==> config.mk <==
export PLATFORM = sky130hd
export DESIGN_NAME = warp_fetcher
export DESIGN_NICKNAME = d
export VERILOG_FILES = /design/src/rtl/warp_fetcher.sv
export SDC_FILE = /design/constraint.sdc
export NUM_CORES = 1
export LEC_CHECK = 0
export ABC_AREA = 1
export CORE_MARGIN = 5
export CORE_UTILIZATION = 40
export CTS_CLUSTER_DIAMETER = 80
export CTS_CLUSTER_SIZE = 40
export DETAILED_ROUTE_END_ITERATION = 8
export HOLD_SLACK_MARGIN = 0.12
export PLACE_DENSITY = 0.64
export SYNTH_ARGS = -nofsm -noshare
export SYNTH_HDL_FRONTEND = slang
export SYNTH_SLANG_ARGS = --single-unit
==> constraint.sdc <==
create_clock -name clk_i -period 3.7 [get_ports clk_i]
set_clock_uncertainty 0.1 [all_clocks]
set_input_delay 0.555 -clock clk_i [delete_from_list [all_inputs] [get_ports clk_i]]
set_output_delay 0.555 -clock clk_i [all_outputs]
set_load 0.01 [all_outputs]
==> src/rtl/warp_fetcher.sv <==
// Per-warp fetch controller: tracks PC/mask/state of every warp and round-robin
// issues one READY warp per cycle to the instruction cache, closing the loop on decode feedback.
module warp_fetcher #(
   parameter int PcWidth   = 32,
   parameter int NumWarps  = 8,
   parameter int WarpWidth = 32,
   parameter int WidWidth  = NumWarps > 1 ? $clog2(NumWarps) : 1
) (
   input  logic                 clk_i,
   input  logic                 rst_ni,
   input  logic                 init_valid_i,
   input  logic [WidWidth-1:0]  init_warp_id_i,
   input  logic [PcWidth-1:0]   init_pc_i,
   input  logic [WarpWidth-1:0] init_act_mask_i,
   input  logic                 ic_ready_i,
   output logic                 fe_valid_o,
   output logic [PcWidth-1:0]   fe_pc_o,
   output logic [WarpWidth-1:0] fe_act_mask_o,
   output logic [WidWidth-1:0]  fe_warp_id_o,
   input  logic                 dec_decoded_i,
   input  logic                 dec_stop_warp_i,
   input  logic [WidWidth-1:0]  dec_decoded_warp_id_i,
   input  logic [PcWidth-1:0]   dec_decoded_next_pc_i,
   output logic [NumWarps-1:0]  warp_active_o,
   output logic                 all_idle_o
);

   typedef enum logic [1:0] {IDLE, READY, WAITING} warp_state_e;

   // Fetch handshake: a request transfers in any cycle where fe_valid_o && ic_ready_i;
   // once fe_valid_o rises, all fe_* outputs hold until that transfer happens.
   warp_state_e          state_q [NumWarps];
   warp_state_e          state_d [NumWarps];
   logic [PcWidth-1:0]   pc_q    [NumWarps];
   logic [PcWidth-1:0]   pc_d    [NumWarps];
   logic [WarpWidth-1:0] mask_q  [NumWarps];
   logic [WarpWidth-1:0] mask_d  [NumWarps];

   logic [WidWidth-1:0]  rr_ptr_q;
   logic                 lock_q;
   logic [WidWidth-1:0]  lock_id_q;
   logic                 any_ready;
   logic [WidWidth-1:0]  rr_id;
   logic [WidWidth:0]    rr_sum;
   logic [WidWidth-1:0]  grant_id;
   logic                 handshake;

   // Search READY warps starting at the pointer, wrapping at NumWarps (may be non-power-of-two).
   always_comb begin
      any_ready = 1'b0;
      rr_id     = '0;
      rr_sum    = '0;
      for (int i = 0; i < NumWarps; i++) begin
         rr_sum = {1'b0, rr_ptr_q} + (WidWidth+1)'(i);
         if (rr_sum >= (WidWidth+1)'(NumWarps)) rr_sum = rr_sum - (WidWidth+1)'(NumWarps);
         if (!any_ready && state_q[rr_sum[WidWidth-1:0]] == READY) begin
            any_ready = 1'b1;
            rr_id     = rr_sum[WidWidth-1:0];
         end
      end
   end

   assign grant_id      = lock_q ? lock_id_q : rr_id;
   assign fe_valid_o    = any_ready || lock_q;
   assign handshake     = fe_valid_o && ic_ready_i;
   assign fe_warp_id_o  = fe_valid_o ? grant_id : '0;
   assign fe_pc_o       = fe_valid_o ? pc_q[grant_id] : '0;
   assign fe_act_mask_o = fe_valid_o ? mask_q[grant_id] : '0;

   always_comb begin
      for (int w = 0; w < NumWarps; w++) begin
         state_d[w] = state_q[w];
         pc_d[w]    = pc_q[w];
         mask_d[w]  = mask_q[w];
         case (state_q[w])
            IDLE: begin
               if (init_valid_i && init_warp_id_i == WidWidth'(w)) begin
                  state_d[w] = READY;
                  pc_d[w]    = init_pc_i;
                  mask_d[w]  = init_act_mask_i;
               end
            end
            READY: begin
               if (handshake && grant_id == WidWidth'(w)) state_d[w] = WAITING;
            end
            WAITING: begin
               if (dec_decoded_i && dec_decoded_warp_id_i == WidWidth'(w)) begin
                  state_d[w] = dec_stop_warp_i ? IDLE : READY;
                  pc_d[w]    = dec_decoded_next_pc_i;
               end
            end
            default: state_d[w] = IDLE;
         endcase
      end
   end

   always_ff @(posedge clk_i or negedge rst_ni) begin
      if (!rst_ni) begin
         for (int w = 0; w < NumWarps; w++) begin
            state_q[w] <= IDLE;
            pc_q[w]    <= '0;
            mask_q[w]  <= '0;
         end
      end else begin
         for (int w = 0; w < NumWarps; w++) begin
            state_q[w] <= state_d[w];
            pc_q[w]    <= pc_d[w];
            mask_q[w]  <= mask_d[w];
         end
      end
   end

   // A stalled request pins the granted warp so later READY warps cannot disturb fe_*.
   always_ff @(posedge clk_i or negedge rst_ni) begin
      if (!rst_ni) begin
         rr_ptr_q  <= '0;
         lock_q    <= 1'b0;
         lock_id_q <= '0;
      end else if (handshake) begin
         rr_ptr_q <= (grant_id == WidWidth'(NumWarps - 1)) ? '0 : grant_id + 1'b1;
         lock_q   <= 1'b0;
      end else if (fe_valid_o) begin
         lock_q    <= 1'b1;
         lock_id_q <= grant_id;
      end
   end

   always_comb begin
      for (int w = 0; w < NumWarps; w++) warp_active_o[w] = (state_q[w] != IDLE);
   end
   assign all_idle_o = ~|warp_active_o;

`ifndef SYNTHESIS
   always @(posedge clk_i) begin
      if (rst_ni && init_valid_i && int'(init_warp_id_i) < NumWarps)
         assert (state_q[init_warp_id_i] == IDLE)
            else $warning("init of non-idle warp %0d ignored", init_warp_id_i);
      if (rst_ni && dec_decoded_i && int'(dec_decoded_warp_id_i) < NumWarps)
         assert (state_q[dec_decoded_warp_id_i] == WAITING)
            else $warning("decode for non-waiting warp %0d ignored", dec_decoded_warp_id_i);
   end
`endif

endmodule

==> reports/results.ini <==
[sta]
finalSetupViolations = 70
worstMarginPinSlew_ps = 905
report.final.slew_viol_count = 0
timing.fmax_ghz = 0.213
fin_crit_sh_pct = 127
rsz0062_at_grt = yes
whs_ps = 390
relSlewSlack_pct = 39.4
period_needed_ps = 4700
hold_viol = 0
fin_ws_ps = -999

[clock_network]
cts_buffers = 31
clockBufferDepth = 3
clk_pin_slew_ps = 110
cts_tree = yes
root_buffer = clkbuf_16
htreeDepth = 1
worstSkewPairLatency_ps = 650
cts.sinks = 535

[synth]
synth_top_cell_area_share_pct = 46.1
synth_commonest_cells = 1,224 x nand2_1, 584 x nand3_1, 535 x dfrtp_1
ys_types = 37
avgSynthCellArea_um2 = 7.24
synth_area_leaders = dfrtp_1 46%, nand2_1 16%, nand3_1 10%, o21ai_0 7.0%, inv_1 4.5%
synthCells = 4008
syn_nets = 4122
synth-main-ff-cell = dfrtp_1
syn-cell-area_um2 = 29000
synth_edf_count = 0
synth_most_common_cell = nand2_1
ys_seq_area_share_pct = 46.1
yosysTopAreaCell = dfrtp_1
ys_ff_latch = 535
yosys_warnings = 0
async_reset_ff_share_pct = 100

[grt]
met3_usage_pct = 3.15
antenna_found_initial = 3
busiest_layer = met2
grtUsageTotal_pct = 24.7
grt_pass1_wl_mm = 157
met1_usage_pct = 33.5
grt_overflow_total = 0
grtUsageMet2_pct = 42.2
grt_pass1_vias = 27100
grt_max_degree = 122

[run]
max-cap-violations = 0

[detailed_routing]
drc = 0
drt_iter0_drc = 2947
drt_pass1_iterations = 6
routedWlPerCell_um = 20.0
drt_wl_total_mm = 104
num_vias = 28800
antenna_left = 0
via_per_inst = 5.52

[die]
core_um2 = 71700
die_h_um = 279
start_util_pct = 40.5
io-pin-count = 185
die_x_um = 279
die_area_um2 = 78100
rows = 98

[hold_path]
hp-class = reg -> reg
whs_path_depth = 2

[setup_path]
startpoint_type = register
worstPathMaxFanout = 8
worstPathRequired_ps = 3040
r2r_cells = 26
arrival_ps = 4040
end_kind = output port
critPathKind = reg -> out

[cells_and_area]
final_layout_size_suffix_gt1_share_pct = 17.6
area_delta_synth_final_pct = 29.4
final_nets = 4360

[placed_design]
finalWeightedCongestion = 0.873
portBuffers = 184
hpwlAfterDp_mm = 60.2

[status]
status = finished with violations
violations = setup timing

worst max-delay path: stages, from the launching register on:
cell	delay (ps)
dfrtp_1	410
inv_2	80
ha_4	320
buf_6	130
o211ai_1	100
nand2_1	100
nand2_1	70
nand3_2	120
nand4_1	210
nor2_4	200
buf_6	140
nand2_4	50
nand2_2	70
nand2_2	60
nand3_4	150
buf_6	130
buf_12	160
buf_12	140
buf_16	130
nand3_4	60
nand3_2	100
nand2_1	60
nand2_1	70
nand2_1	70
nor2_1	110
buf_2	150
cells in the final DEF, fill, tap and decap left out, types with 11 or more instances in the layout:
| cell | n |
|---|---|
| clkbuf_16 | 51 |
| nor2_4 | 18 |
| o21ai_0 | 401 |
| buf_8 | 11 |
| dfrtp_1 | 534 |
| inv_1 | 343 |
| nor2_1 | 202 |
| nand2_4 | 15 |
| buf_12 | 81 |
| a31oi_1 | 126 |
| buf_4 | 173 |
| o211ai_1 | 133 |
| nand3b_1 | 33 |
| nor2_2 | 17 |
| buf_6 | 44 |
| nand3_2 | 124 |
| nand2_2 | 67 |
| buf_16 | 22 |
| clkdlybuf4s50_1 | 116 |
| nand3_1 | 455 |
| buf_2 | 57 |
| nand2_1 | 1142 |
per-layer routing:
layer	wire, um	part of all wire (%)
met1	43600	42
met2	50200	48
met3	7010	6.7
met4	3310	3.2
met5	16	0.015
what timing repair did:
action | 4_1_cts | 5_1_grt
gates resized for setup | 353 | 298
setup endpoints to repair | 68 | 77
cloned | 25 | 24
hold buffers | 1 | 0
buffers inserted | 62 | 41
pin swaps | 84 | 141
hold endpoints to repair | 67 | 0
state kept, by name (all words and copies together) (netlist names):
signal,cells
mask_q,256
lock_q,1
lock_id_q,3
rr_ptr_q,3
pc_q,256
state_q,16
through the flow:
stage	TNS, ps	area [um^2]	worst slack [ps]	cells	util (%)
2_1_floorplan	0	29000	94.1	4008	-
3_3_place_gp	-36620	33100	-629	5020	46.2
3_5_place_dp	-36540	33100	-641	5020	46.2
4_1_cts	-48800	36000	-803	5162	50.2
5_1_grt	-71660	37600	-1150	5220	52.4
6_report	-59720	37600	-999	5222	52.4
final timing paths:
path	endpoint	slack, ps	startpoint
max in group asynchronous	mask_q[55]$_DFFE_PN0P_	2060	rst_ni
worst max-delay path	fe_pc_o[13]	-1000	rr_ptr_q[0]$_DFFE_PN0P_
worst max register to register	rr_ptr_q[2]$_DFFE_PN0P_	-40	rr_ptr_q[0]$_DFFE_PN0P_
min in group asynchronous	pc_q[164]$_DFFE_PN0P_	420	rst_ni
worst min register to register	mask_q[138]$_DFFE_PN0P_	390	mask_q[138]$_DFFE_PN0P_
worst min-delay path	mask_q[138]$_DFFE_PN0P_	390	mask_q[138]$_DFFE_PN0P_
final cells by class:
class	count	area [um^2]
Sequential cell	535	13400
Multi-Input combinational cell	2793	14200
Clock inverter	26	453
Timing Repair Buffer	532	6210
Inverter	353	1340
Fill cell	6771	34100
Antenna cell	2	5.00
Tap cell	950	1190
Clock buffer	31	776
logic make-up after synthesis:
| family | Yosys count | share of synthesized area (%) |
|---|---|---|
| AND/OR/NAND/NOR | 2095 | 30.2 |
| AO/OA/AOI/OAI | 686 | 13.6 |
| multiplexers | 1 | 0.0388 |
| adder cells (fa/ha/maj) | 6 | 0.259 |
| flip-flops | 535 | 46.1 |
| buffers and inverters | 681 | 9.63 |
| XOR/XNOR | 4 | 0.121 |
Power is not shown: default switching activity piles up to over one toggle a cycle in this logic, so the estimate is an artifact.
